<file path="src/rtl/instr_decode.sv">
// instr_decode: ARM instruction decoder stage with a two-entry elastic buffer.
// The buffer has an output register and one skid entry. Each fetched word is
// decoded on acceptance and appears on out_* one cycle later.
// Optional feature macro: BX_DECODE_EN. When it is defined, the BX pattern
// decodes as a branch-exchange. When it is undefined, that pattern is undefined.
module instr_decode (
   input  logic        clk,
   input  logic        reset,
   input  logic        in_valid,
   input  logic [31:0] in_instr,
   input  logic [31:0] in_pc,
   output logic        in_ready,
   input  logic        flush,
   input  logic        out_ready,
   output logic        out_valid,
   output logic [3:0]  out_cc,
   output logic [7:0]  out_alu_sel,
   output logic [3:0]  out_rn,
   output logic [3:0]  out_rm,
   output logic [3:0]  out_rd,
   output logic [31:0] out_imm,
   output logic [31:0] out_pc8,
   output logic        out_use_imm,
   output logic        out_reg_write,
   output logic        out_mem_read,
   output logic        out_mem_write,
   output logic        out_undef
);

   typedef struct packed {
      logic [3:0]  cc;
      logic [7:0]  alu_sel;
      logic [3:0]  rn;
      logic [3:0]  rm;
      logic [3:0]  rd;
      logic [31:0] imm;
      logic [31:0] pc8;
      logic        use_imm;
      logic        reg_write;
      logic        mem_read;
      logic        mem_write;
      logic        undef;
   } dec_t;

   localparam dec_t DEC_RESET = '{cc: 4'hE, alu_sel: 8'hFF, rn: 4'h0, rm: 4'h0,
                                  rd: 4'h0, imm: 32'h0, pc8: 32'h0, use_imm: 1'b0,
                                  reg_write: 1'b0, mem_read: 1'b0, mem_write: 1'b0,
                                  undef: 1'b0};

   // Decode a single word. Any undefined encoding collapses to alu_sel=FF
   // with all enables clear. cc and pc8 are still carried for that word.
   function automatic dec_t decode(input logic [31:0] instr, input logic [31:0] pc);
      dec_t        d;
      logic [31:0] imm8z;
      logic [4:0]  rot;
      logic [3:0]  opc;
      logic        bad;
      d       = '0;
      d.cc    = instr[31:28];
      d.pc8   = pc + 32'd8;
      imm8z   = {24'd0, instr[7:0]};
      rot     = {instr[11:8], 1'b0};
      opc     = instr[24:21];
      bad     = 1'b0;
      if (instr[31:28] == 4'hF) begin
         bad = 1'b1;
      end else if (instr[27:4] == 24'h12FFF1) begin
`ifdef BX_DECODE_EN
         d.alu_sel = 8'h12;
         d.rm      = instr[3:0];
`else
         bad = 1'b1;
`endif
      end else if (instr[27:26] == 2'b00) begin
         if (!instr[25] && (instr[11:4] != 8'h00)) begin
            bad = 1'b1;
         end else begin
            d.alu_sel   = {2'b00, instr[25] & (opc == 4'hD), instr[24:20]};
            d.use_imm   = instr[25];
            d.reg_write = (opc[3:2] != 2'b10);
            d.rn        = instr[19:16];
            d.rd        = instr[15:12];
            if (instr[25])
               d.imm = (imm8z >> rot) | (imm8z << (6'd32 - {1'b0, rot}));
            else
               d.rm = instr[3:0];
         end
      end else if (instr[27:26] == 2'b01) begin
         if (instr[25]) begin
            bad = 1'b1;
         end else begin
            d.alu_sel   = instr[27:20];
            d.imm       = {20'd0, instr[11:0]};
            d.use_imm   = 1'b1;
            d.mem_read  = instr[20];
            d.mem_write = ~instr[20];
            d.reg_write = instr[20];
            d.rn        = instr[19:16];
            d.rd        = instr[15:12];
         end
      end else if (instr[27:25] == 3'b101) begin
         // The branch offset is an immediate operand. A link writes r14.
         d.alu_sel   = instr[27:20];
         d.imm       = {{6{instr[23]}}, instr[23:0], 2'b00};
         d.use_imm   = 1'b1;
         d.reg_write = instr[24];
         d.rd        = instr[24] ? 4'hE : 4'h0;
      end else begin
         bad = 1'b1;
      end
      if (bad) begin
         d         = '0;
         d.cc      = instr[31:28];
         d.pc8     = pc + 32'd8;
         d.alu_sel = 8'hFF;
         d.undef   = 1'b1;
      end
      return d;
   endfunction

   dec_t out_q;
   dec_t skid_q;
   logic skid_valid;
   logic accept;
   logic pop;
   dec_t in_dec;

   assign accept = in_valid & in_ready;
   assign pop    = out_valid & out_ready;
   assign in_dec = decode(in_instr, in_pc);

   // Elastic buffer. The skid entry fills only while the output register is held.
   // in_ready is registered as the inverse of the next skid occupancy.
   always_ff @(posedge clk or posedge reset) begin
      if (reset) begin
         out_valid  <= 1'b0;
         skid_valid <= 1'b0;
         in_ready   <= 1'b1;
         out_q      <= DEC_RESET;
         skid_q     <= DEC_RESET;
      end else if (flush) begin
         out_valid  <= 1'b0;
         skid_valid <= 1'b0;
         in_ready   <= 1'b1;
      end else if (!out_valid || pop) begin
         if (skid_valid) begin
            out_q      <= skid_q;
            out_valid  <= 1'b1;
            skid_valid <= 1'b0;
            in_ready   <= 1'b1;
         end else if (accept) begin
            out_q      <= in_dec;
            out_valid  <= 1'b1;
         end else begin
            out_valid  <= 1'b0;
         end
      end else if (accept) begin
         skid_q     <= in_dec;
         skid_valid <= 1'b1;
         in_ready   <= 1'b0;
      end
   end

   assign out_cc        = out_q.cc;
   assign out_alu_sel   = out_q.alu_sel;
   assign out_rn        = out_q.rn;
   assign out_rm        = out_q.rm;
   assign out_rd        = out_q.rd;
   assign out_imm       = out_q.imm;
   assign out_pc8       = out_q.pc8;
   assign out_use_imm   = out_q.use_imm;
   assign out_reg_write = out_q.reg_write;
   assign out_mem_read  = out_q.mem_read;
   assign out_mem_write = out_q.mem_write;
   assign out_undef     = out_q.undef;

endmodule
</file>
<file path="config.mk">
export PLATFORM = sky130hd
export DESIGN_NAME = instr_decode
export DESIGN_NICKNAME = d
export VERILOG_FILES = /design/src/rtl/instr_decode.sv
export SDC_FILE = /design/constraint.sdc
export NUM_CORES = 1
export LEC_CHECK = 0
export ABC_AREA = 1
export ABC_CLOCK_PERIOD_IN_PS = 6730
export CAP_MARGIN = 20
export CORE_ASPECT_RATIO = 0.7
export CORE_MARGIN = 2
export CORE_UTILIZATION = 34
export CTS_BUF_LIST = sky130_fd_sc_hd__clkbuf_8
export DETAILED_ROUTE_END_ITERATION = 8
export DONT_BUFFER_PORTS = 1
export REMOVE_ABC_BUFFERS = 1
export SYNTH_ARGS = -nofsm -noshare
export SYNTH_HDL_FRONTEND = slang
export SYNTH_SLANG_ARGS = --single-unit
</file>
<file path="constraint.sdc">
create_clock -name clk -period 6.73 [get_ports clk]
set_input_delay 2.019 -clock clk [delete_from_list [all_inputs] [get_ports clk]]
set_output_delay 2.019 -clock clk [all_outputs]
set_load 0.01 [all_outputs]
</file>
==> results of run 1 <==
## critical path, stage by stage (launching register included)
cell	delay, ps
sky130_fd_sc_hd__dfrtp_2	350
sky130_fd_sc_hd__buf_4	560
sky130_fd_sc_hd__clkinv_2	750
sky130_fd_sc_hd__a21oi_1	500
sky130_fd_sc_hd__nand2_4	340
sky130_fd_sc_hd__inv_2	660
sky130_fd_sc_hd__or2_2	220
sky130_fd_sc_hd__a21boi_0	190
## flip-flops by register name (all words and copies together), names as in the netlist, 4 cells and up
name,count
out_imm,32
skid_q,93
out_alu_sel,8
out_pc8,32
out_rn,4
out_cc,4
out_rm,4
out_rd,4
## cell type report
type	instances	area (sq um)	area share, %
multi-input combinational	1108	5000	44.95
sequential	189	4760	42.79
tap	412	515.5	4.634
inverter	93	362.8	3.262
clock buffer	18	247.7	2.227
clock inverter	13	150.1	1.350
timing repair buffer	9	87.58	0.7874
## synth_stat cells, drive strengths merged, types with 13 or more instances
library cell	count	area share [%]
a21oi	43	2.1
a31oi	17	1.0
buf	45	2.4
clkbuf	31	1.1
dfrtp	166	40
dfstp	23	5.8
inv	93	3.4
nand2	542	20
nand3	85	4.2
nand4	15	0.90
nor2	179	7.3
o21ai	154	7.4
or2	13	0.78
## metrics by stage
step                cell area, sq um  TNS [ps]  hold WS [ps]
floorplan                      10100    -65250         436.7
global placement               10700         0         451.1
detailed placement             10700         0         463.1
CTS                            11100         0         479.5
global route                   11120         0         515.2
finish                         11120         0         478.2
## power groups by stage
stage / registers (mW) / logic, mW / clock network, mW
after CTS: 1.61 / 0.489 / 0.825
after global placement: 1.62 / 0.479 / 0
after floorplan: 1.56 / 0.380 / 0
final: 1.60 / 0.489 / 0.801
after detailed placement: 1.63 / 0.485 / 0
after global routing: 1.64 / 0.574 / 0.870
## cell families after synthesis
logic type,synth area share (%)
adders and majority gates,0.2390
AOI/OAI and AO/OA,12.70
xor gates and xnor gates,1.004
DFF,45.45
buffers and inverters,6.860
and+or+nand+nor,33.74
## metal layers
metal	wire length [um]	up-vias	share of wire (%)
li1	-	4592	-
met1	17100	4438	50
met2	14010	296	41
met3	2608	36	7.6
met4	662	0	1.9
met5	0	-	0
## worst max-delay path by stage
stage,start,cells past startpoint,end
global route,skid_valid,7,out_pc8[25]
finish,skid_valid,7,out_imm[21]
CTS,skid_valid,7,out_imm[21]
floorplan,reset,1,out_cc[0]
global placement,out_ready,8,skid_q[63]
detailed placement,in_instr[31],8,out_rn[0]
==> results_tabular.tex, run 1 <==
\begin{tabular}{lr}
\hline
Metric & Value \\
\hline
\multicolumn{2}{l}{\textbf{Outcome}} \\
\quad Outcome & complete, no violations \\
\multicolumn{2}{l}{\textbf{Timing}} \\
\quad Worst slew slack as a fraction of its limit & 42.82\% \\
\quad Unrepaired setup endpoints after global routing & false \\
\quad Minimum setup slack in the final design & 3019 ps \\
\quad Final-report hold violation count & 0 \\
\quad Layout Skew & 15.10 ps \\
\quad Max Clock Freq & 269.4 MHz \\
\quad Fin. max-slew vios & 0 \\
\quad Final setup violation count & 0 \\
\quad Final critical delay including setup and external delays & 3711 ps \\
\quad Pin slew with the least headroom to its limit & 857.7 ps \\
\quad Fin crit share & 55.15\% \\
\multicolumn{2}{l}{\textbf{Synth}} \\
\quad Flops \& latches, synth & 189 \\
\quad Avg Synthesized Cell Area & 7.141 sq um \\
\quad Synthesized instance count & 1,466 \\
\quad Share of flip-flops with an asynchronous set or reset after synthesis & 100.0\% \\
\quad Predominant post-synthesis flop cell & sky130\_fd\_sc\_hd\_\_dfrtp\_1 \\
\quad Part of the Yosys area used for sequential elements & 45.45\% \\
\quad Count of cell types in the netlist & 41 \\
\quad Warnings from Yosys & 0 \\
\quad Cell area after synthesis & 0.01047 sq mm \\
\quad Number of synthesized flops with an enable pin & 0 \\
\multicolumn{2}{l}{\textbf{Cells and area}} \\
\quad Commonest cells after routing, fill and taps aside & sky130\_fd\_sc\_hd\_\_nand2\_1, sky130\_fd\_sc\_hd\_\_nor2\_1, sky130\_fd\_sc\_hd\_\_dfrtp\_1 \\
\quad Syn-to-layout area delta & 6.251\% \\
\quad Most common cell after layout, fill and taps aside & sky130\_fd\_sc\_hd\_\_nand2\_1 \\
\quad Net count reported at finish & 1,489 \\
\quad Antenna Diode Count & 0 \\
\quad Fill cell instance count of the final layout & 3,228 \\
\quad Fraction of final layout cells sized beyond drive strength 1 & 7.552\% \\
\quad Non-filler instance count after layout & 1,842 \\
\quad Post-Route Utilization & 36.86\% \\
\multicolumn{2}{l}{\textbf{Worst setup path}} \\
\quad Critical path type & flop to flop \\
\quad Reg2Reg Capture Point & out\_imm[21] \\
\quad Arrival time of the worst setup path & 4090 ps \\
\quad Crit path capture type & flop \\
\quad R2R depth & 7 \\
\quad Nature of the critical path startpoint & flop \\
\quad Register-to-Register Setup Slack & 3020 ps \\
\quad Critical path data required time & 7110 ps \\
\quad Highest fanout seen on the critical path & 61 \\
\quad Reg-to-Reg Start & skid\_valid \\
\multicolumn{2}{l}{\textbf{Hold path}} \\
\quad Worst hold path startpoint & skid\_q[83] \\
\quad Cell depth of the worst hold path & 2 \\
\quad Classification of the worst-slack hold path & flop to flop \\
\quad Endpoint, Worst Hold & skid\_q[83] \\
\multicolumn{2}{l}{\textbf{Power}} \\
\quad Flop pwr share & 55.4\% \\
\quad Clk pwr share & 27.7\% \\
\quad Sw frac & 32.86\% \\
\quad NetSw & 0.9507 mW \\
\quad Worst IR drop on VDD & 0.0001010 V \\
\quad Leakage power of the design & 5.660 nW \\
\quad Total power & 2.893 mW \\
\quad Combinational share of power & 16.9\% \\
\quad Internal Dissipation & 1.942 mW \\
\quad Power per cell area & 260.1 mW/mm\^{}2 \\
\multicolumn{2}{l}{\textbf{Die}} \\
\quad Cell Rows & 53 \\
\quad Die W & 213.7 um \\
\quad Ports placed on the boundary & 164 \\
\quad Die outline height & 150.8 um \\
\quad Die area & 0.03223 sq mm \\
\quad Initial Utilization & 34.70\% \\
\quad Core ar. & 0.03017 sq mm \\
\multicolumn{2}{l}{\textbf{Placed design}} \\
\quad Detailed placer's ending HPWL & 24,210 um \\
\quad Number of buffers inserted by port buffering & 0 \\
\quad Post-place setup slack & 2619 ps \\
\quad Dpl cells & 1,810 \\
\quad Final RePlAce weighted congestion & 0.9227 \\
\multicolumn{2}{l}{\textbf{Clock network}} \\
\quad Total CTS buffers & 17 \\
\quad CTS tree & built \\
\quad Maximum count of clock buffers along a single path & 2 \\
\quad Buffer count from post-CTS setup fixing & 0 \\
\quad Clk sinks & 189 \\
\quad Number of gates given a new drive strength after cts & 0 \\
\quad Source-to-sink clock delay at the later pin of the worst-skew pair & 480 ps \\
\quad Clock transition at the registers of the reported paths & 100 ps \\
\quad Post-cts hold buffer count & 0 \\
\quad CTS HTree Levels & 4 \\
\quad CTS root buf & sky130\_fd\_sc\_hd\_\_clkbuf\_8 \\
\multicolumn{2}{l}{\textbf{GRT}} \\
\quad Layer with the highest usage & met1 \\
\quad Number of antenna violations at the first check in global routing & 0 \\
\quad Global-route wire length before repair & 53,510 um \\
\quad Met2 track demand over resource & 30.52\% \\
\quad Met3 GRT Util & 5.826\% \\
\quad M1 GR Usage & 33.15\% \\
\quad Number of global-route vias before repair & 8,714 \\
\quad Grt total ovfl & 0 \\
\quad Maximum number of pins on one net before global-route repair & 142 \\
\quad Global routing usage summed across all routing layers & 21.97\% \\
\multicolumn{2}{l}{\textbf{Drt}} \\
\quad Vias per std cell & 5.083 \\
\quad Antenna Violating Nets Remaining & 0 \\
\quad Post-detailed-routing wire length & 34,380 um \\
\quad First DRT Iteration DRCs & 959 \\
\quad Number of search-and-repair iterations in the first detailed-routing pass & 5 \\
\quad Number of design rule violations left after detail routing & 0 \\
\quad Via count & 9,362 \\
\quad Routed WL per cell & 18.66 um \\
\multicolumn{2}{l}{\textbf{Flow run}} \\
\quad Max-cap violation count & 0 \\
\hline
\end{tabular}
Note: power is estimated with default switching activity, not from simulation.
==> run 2, diff against run 1 <==
Settings changed: ABC_CLOCK_PERIOD_IN_PS 6730 to 3500.
Clock period 6.73 ns to 3.5 ns, I/O delays scaled along.
==> results_tabular.tex, run 2 (synthesized netlist as in run 1, its figures left out) <==
\begin{tabular}{lr}
\hline
Metric & Value \\
\hline
\multicolumn{2}{l}{\textbf{Outcome}} \\
\quad Outcome & complete, no violations \\
\multicolumn{2}{l}{\textbf{Timing}} \\
\quad Max Clock Freq & 394.8 MHz \\
\quad Final-report hold violation count & 0 \\
\quad Final critical delay including setup and external delays & 2533 ps \\
\quad Layout Skew & 14.23 ps \\
\quad Fin. max-slew vios & 0 \\
\quad Final setup violation count & 0 \\
\quad Fin crit share & 72.37\% \\
\quad Unrepaired setup endpoints after global routing & false \\
\quad Pin slew with the least headroom to its limit & 733.8 ps \\
\quad Worst slew slack as a fraction of its limit & 51.08\% \\
\multicolumn{2}{l}{\textbf{Placed design}} \\
\quad Detailed placer's ending HPWL & 23,810 um \\
\quad Final RePlAce weighted congestion & 0.9280 \\
\quad Number of buffers inserted by port buffering & 0 \\
\quad Placed Instance Area & 0.01083 sq mm \\
\multicolumn{2}{l}{\textbf{Flow run}} \\
\quad Max-cap violation count & 0 \\
\multicolumn{2}{l}{\textbf{Clock network}} \\
\quad Post-cts hold buffer count & 0 \\
\quad Total CTS buffers & 17 \\
\quad Clk sinks & 189 \\
\quad Maximum count of clock buffers along a single path & 2 \\
\quad Source-to-sink clock delay at the later pin of the worst-skew pair & 490 ps \\
\quad Buffer count from post-CTS setup fixing & 0 \\
\quad Clock transition at the registers of the reported paths & 100 ps \\
\quad CTS root buf & sky130\_fd\_sc\_hd\_\_clkbuf\_8 \\
\quad CTS HTree Levels & 4 \\
\quad CTS tree & built \\
\quad Number of gates given a new drive strength after cts & 0 \\
\multicolumn{2}{l}{\textbf{Cells and area}} \\
\quad Fraction of final layout cells sized beyond drive strength 1 & 8.008\% \\
\quad Commonest cells after routing, fill and taps aside & sky130\_fd\_sc\_hd\_\_nand2\_1, sky130\_fd\_sc\_hd\_\_nor2\_1, sky130\_fd\_sc\_hd\_\_dfrtp\_1 \\
\quad Antenna Diode Count & 0 \\
\quad Syn-to-layout area delta & 6.967\% \\
\quad Register with the most flip-flops & skid\_q \\
\quad Net count reported at finish & 1,494 \\
\quad Design Area, Final & 0.01120 sq mm \\
\quad Flip-flop count of the largest register after layout & 93 \\
\quad Fill cell instance count of the final layout & 3,183 \\
\quad Most common cell after layout, fill and taps aside & sky130\_fd\_sc\_hd\_\_nand2\_1 \\
\multicolumn{2}{l}{\textbf{Drt}} \\
\quad Number of design rule violations left after detail routing & 0 \\
\quad Number of search-and-repair iterations in the first detailed-routing pass & 5 \\
\quad Post-detailed-routing wire length & 33,520 um \\
\quad Antenna Violating Nets Remaining & 0 \\
\quad First DRT Iteration DRCs & 947 \\
\quad Via count & 9,387 \\
\quad Routed WL per cell & 18.14 um \\
\quad Vias per std cell & 5.080 \\
\multicolumn{2}{l}{\textbf{Die}} \\
\quad Ports placed on the boundary & 164 \\
\quad Cell Rows & 53 \\
\quad Die area & 0.03223 sq mm \\
\quad Initial Utilization & 34.70\% \\
\quad Core ar. & 0.03017 sq mm \\
\quad Die W & 213.7 um \\
\quad Die outline height & 150.8 um \\
\multicolumn{2}{l}{\textbf{Power}} \\
\quad Total power & 5.429 mW \\
\quad Leakage power of the design & 5.684 nW \\
\quad Power per cell area & 484.8 mW/mm\^{}2 \\
\quad Worst IR drop on VDD & 0.0001680 V \\
\multicolumn{2}{l}{\textbf{GRT}} \\
\quad Number of antenna violations at the first check in global routing & 0 \\
\quad Grt total ovfl & 0 \\
\quad Maximum number of pins on one net before global-route repair & 151 \\
\quad Number of global-route vias before repair & 8,559 \\
\quad Global-route wire length before repair & 51,360 um \\
\quad Global routing usage summed across all routing layers & 21.15\% \\
\multicolumn{2}{l}{\textbf{Worst setup path}} \\
\quad Most frequent cell on the critical path & sky130\_fd\_sc\_hd\_\_nand2\_1 \\
\quad Critical Path Max Stage Delay & 440 ps \\
\quad Family with the most delay on the worst path & simple AND/OR/NAND/NOR gates \\
\quad Cells along the critical path & inv\_4 -> ha\_1 -> nand2\_2 -> nor2\_2 -> nand3\_2 -> nand3\_2 -> nand2\_4 -> inv\_2 -> nand3\_1 -> nand2\_1 -> nand2\_1 -> nand2\_1 \\
\quad Highest fanout seen on the critical path & 26 \\
\quad Arrival time of the worst setup path & 2970 ps \\
\quad Number of buffer and inverter instances along the worst setup path & 2 \\
\quad Critical path data required time & 3930 ps \\
\quad Critical path type & primary input to flop \\
\quad Nature of the critical path startpoint & primary input \\
\quad Crit path capture type & flop \\
\quad Slowest library cell on the worst path & sky130\_fd\_sc\_hd\_\_inv\_2 \\
\multicolumn{2}{l}{\textbf{Hold path}} \\
\quad Classification of the worst-slack hold path & flop to flop \\
\hline
\end{tabular}
==> run 2: worst reg2reg max path: cells and delay by family, from the launching register on <==
family / cells / cell delay [ps]
and+or+nand+nor: 2 / 210
buffers and inverters: 2 / 750
AOI/OAI and AO/OA: 2 / 450
DFF: 1 / 590
==> run 2: area by class of cell <==
| type | instances | area [sq um] | area share [%] |
|---|---|---|---|
| Multi-Input combinational cell | 1108 | 5000 | 44.65 |
| Clock inverter | 14 | 120.1 | 1.073 |
| Clock buffer | 18 | 247.7 | 2.212 |
| Tap cell | 412 | 515.5 | 4.603 |
| Timing Repair Buffer | 14 | 192.7 | 1.721 |
| Inverter | 93 | 362.8 | 3.240 |
| Sequential cell | 189 | 4760 | 42.50 |
==> run 2: path summary, 6_finish.rpt <==
path | from | to | slack [ps] | cells after the start
worst max-delay path | in_instr[8] | out_rm[2] | 970 | 12
worst min-delay path | skid_q[83] | skid_q[83] | 480 | 2
worst max register to register | in_ready | out_alu_sel[0] | 1450 | 6
worst min register to register | skid_q[83] | skid_q[83] | 480 | 2
max in group asynchronous | reset | in_ready | 2290 | 2
min in group asynchronous | reset | out_rd[3] | 500 | 1
==> run 2: per-stage QoR <==
step / instances / util [%] / setup WS (ps) / setup TNS [ps] / hold WS (ps)
floorplan: 1390 / - / -2654 / -631160 / 436.7
global placement: 1816 / 35.89 / 508.0 / 0 / 449.3
detailed placement: 1816 / 35.89 / 495.2 / 0 / 464.3
CTS: 1848 / 37.11 / 1043 / 0 / 482.9
global route: 1848 / 37.11 / 831.9 / 0 / 512.0
finish: 1848 / 37.11 / 966.9 / 0 / 482.8
==> run 2: report_power, final <==
| group | switching, mW | internal (mW) | total (mW) |
|---|---|---|---|
| Sequential | 0.405 | 2.68 | 3.08 |
| Clock | 0.827 | 0.581 | 1.41 |
| Combinational | 0.587 | 0.350 | 0.937 |
==> run 2: metal layers <==
layer	wire (um)	global-route usage [%]	share of wire [%]	vias up
li1	-	-	-	4616
met1	16350	31.15	49	4416
met5	0	0	0	-
met4	714	6.736	2.1	0
met3	2904	7.070	8.7	36
met2	13550	28.75	40	319
==> run 3, diff against run 2 <==
Settings changed: ABC_CLOCK_PERIOD_IN_PS 3500 to 2200.
Clock period 3.5 ns to 2.2 ns, I/O delays scaled along.
==> results_tabular.tex, run 3 (synthesized netlist as in run 1, its figures left out) <==
\begin{tabular}{lr}
\hline
Metric & Value \\
\hline
\multicolumn{2}{l}{\textbf{Outcome}} \\
\quad Outcome & complete, no violations \\
\multicolumn{2}{l}{\textbf{Drt}} \\
\quad First DRT Iteration DRCs & 809 \\
\quad Number of search-and-repair iterations in the first detailed-routing pass & 5 \\
\quad Via count & 9,486 \\
\quad Routed WL per cell & 18.37 um \\
\quad Number of design rule violations left after detail routing & 0 \\
\quad Antenna Violating Nets Remaining & 0 \\
\quad Post-detailed-routing wire length & 35,040 um \\
\quad Vias per std cell & 4.972 \\
\multicolumn{2}{l}{\textbf{Die}} \\
\quad Core ar. & 0.03017 sq mm \\
\quad Die W & 213.7 um \\
\quad Initial Utilization & 34.70\% \\
\quad Ports placed on the boundary & 164 \\
\quad Cell Rows & 53 \\
\quad Die outline height & 150.8 um \\
\quad Die area & 0.03223 sq mm \\
\multicolumn{2}{l}{\textbf{Timing}} \\
\quad Worst slew slack as a fraction of its limit & 50.67\% \\
\quad Fin crit share & 87.30\% \\
\quad Final setup violation count & 0 \\
\quad Fin. max-slew vios & 0 \\
\quad Final critical delay including setup and external delays & 1921 ps \\
\quad Worst slack on hold paths & 48.83 ps \\
\quad Pin slew with the least headroom to its limit & 740.0 ps \\
\quad Final-report hold violation count & 0 \\
\quad Unrepaired setup endpoints after global routing & false \\
\quad Minimum setup slack in the final design & 279.5 ps \\
\quad Layout Skew & 16.43 ps \\
\quad Max Clock Freq & 520.7 MHz \\
\multicolumn{2}{l}{\textbf{Power}} \\
\quad Power per cell area & 753.9 mW/mm\^{}2 \\
\quad Leakage power of the design & 6.004 nW \\
\quad Worst IR drop on VDD & 0.0002939 V \\
\quad Total power & 8.822 mW \\
\multicolumn{2}{l}{\textbf{Worst setup path}} \\
\quad Reg2Reg Capture Point & skid\_q[79] \\
\quad Arrival time of the worst setup path & 2290 ps \\
\quad Slowest library cell on the worst path & sky130\_fd\_sc\_hd\_\_dfrtp\_1 \\
\quad Highest fanout seen on the critical path & 46 \\
\quad R2R depth & 9 \\
\quad Reg-to-Reg Start & out\_valid \\
\quad Nature of the critical path startpoint & flop \\
\quad Critical Path Max Stage Delay & 430 ps \\
\quad Critical path data required time & 2570 ps \\
\quad Critical Path Start & out\_valid \\
\quad Register-to-Register Setup Slack & 280 ps \\
\quad Cells along the critical path & inv\_1 -> nor2\_1 -> inv\_1 -> nor2\_1 -> inv\_2 -> nor2\_4 -> inv\_2 -> buf\_4 -> o21ai\_0 \\
\quad Family with the most delay on the worst path & buffers and inverters \\
\quad Number of buffer and inverter instances along the worst setup path & 5 \\
\quad Critical path type & flop to flop \\
\quad Crit path capture type & flop \\
\multicolumn{2}{l}{\textbf{Placed design}} \\
\quad Final RePlAce weighted congestion & 0.9259 \\
\quad Post-place setup slack & -128.6 ps \\
\quad Dpl cells & 1,877 \\
\quad Number of buffers inserted by port buffering & 0 \\
\quad Detailed placer's ending HPWL & 25,700 um \\
\multicolumn{2}{l}{\textbf{Cells and area}} \\
\quad Commonest cells after routing, fill and taps aside & sky130\_fd\_sc\_hd\_\_nand2\_1, sky130\_fd\_sc\_hd\_\_nor2\_1, sky130\_fd\_sc\_hd\_\_dfrtp\_1 \\
\quad Flip-flop count of the largest register after layout & 93 \\
\quad Sequential cell area & 0.004760 sq mm \\
\quad Non-filler instance count after layout & 1,908 \\
\quad Syn-to-layout area delta & 11.78\% \\
\quad Total area of multi-input combinational cells & 0.005000 sq mm \\
\quad Register with the most flip-flops & skid\_q \\
\quad Most common cell after layout, fill and taps aside & sky130\_fd\_sc\_hd\_\_nand2\_1 \\
\quad Fill cell instance count of the final layout & 3,166 \\
\quad Fraction of final layout cells sized beyond drive strength 1 & 11.70\% \\
\quad Antenna Diode Count & 0 \\
\quad Net count reported at finish & 1,555 \\
\multicolumn{2}{l}{\textbf{Clock network}} \\
\quad Clock transition at the registers of the reported paths & 110 ps \\
\quad CTS tree & built \\
\quad Maximum count of clock buffers along a single path & 2 \\
\quad Total CTS buffers & 17 \\
\quad CTS HTree Levels & 4 \\
\quad CTS root buf & sky130\_fd\_sc\_hd\_\_clkbuf\_8 \\
\quad Source-to-sink clock delay at the later pin of the worst-skew pair & 480 ps \\
\quad Post-cts hold buffer count & 0 \\
\quad Buffer count from post-CTS setup fixing & 0 \\
\quad Clk sinks & 189 \\
\quad Number of gates given a new drive strength after cts & 0 \\
\multicolumn{2}{l}{\textbf{Hold path}} \\
\quad Classification of the worst-slack hold path & primary input to async pin \\
\multicolumn{2}{l}{\textbf{GRT}} \\
\quad Grt total ovfl & 0 \\
\quad Global routing usage summed across all routing layers & 22.24\% \\
\quad Number of global-route vias before repair & 9,038 \\
\quad Global-route wire length before repair & 54,200 um \\
\quad Number of antenna violations at the first check in global routing & 0 \\
\quad Maximum number of pins on one net before global-route repair & 124 \\
\multicolumn{2}{l}{\textbf{Flow run}} \\
\quad Max-cap violation count & 0 \\
\hline
\end{tabular}
[run 3: final cells by class]
class	count	area share [%]
clock inverters	13	0.9943
clock buffers	18	2.117
inverters	93	3.101
repair buffers	75	5.987
well taps	412	4.405
multi-input cells	1108	42.72
flip-flops and latches	189	40.67
[run 3: how the worst max path moves through the flow]
stage,to,slack [ps],cells past startpoint
after detailed placement,out_imm[8],-130,10
final,skid_q[79],280,9
after global routing,skid_q[79],40,9
after floorplan,out_imm[10],-3760,6
after global placement,out_imm[20],-200,12
after CTS,skid_q[79],250,9
[run 3: worst reg2reg max path, delay by kind of cell (launching register included)]
kind / cells / cell delay (ps)
and+or+nand+nor: 3 / 450
buffers and inverters: 5 / 660
DFF: 1 / 430
AOI/OAI and AO/OA: 1 / 270
[run 3: per-layer routing]
metal	up-vias	track usage [%]	part of all wire, %
li1	4725	-	-
met1	4462	32.81	50
met2	271	32.08	42
met3	28	5.971	7.1
met4	0	5.382	1.4
met5	-	0	0
[run 3: per-stage QoR]
step | setup TNS [ps] | instance area [sq um] | utilization [%]
floorplan | -971240 | 10100 | -
global placement | -2604 | 11340 | 37.58
detailed placement | -1311 | 11340 | 37.58
CTS | 0 | 11700 | 38.79
global route | 0 | 11700 | 38.79
finish | 0 | 11700 | 38.79
[run 3: report_power, final]
| group | internal [mW] | switching, mW |
|---|---|---|
| clock network | 0.931 | 1.35 |
| logic | 0.654 | 0.978 |
| registers | 4.26 | 0.646 |
| total | 5.85 | 2.97 |
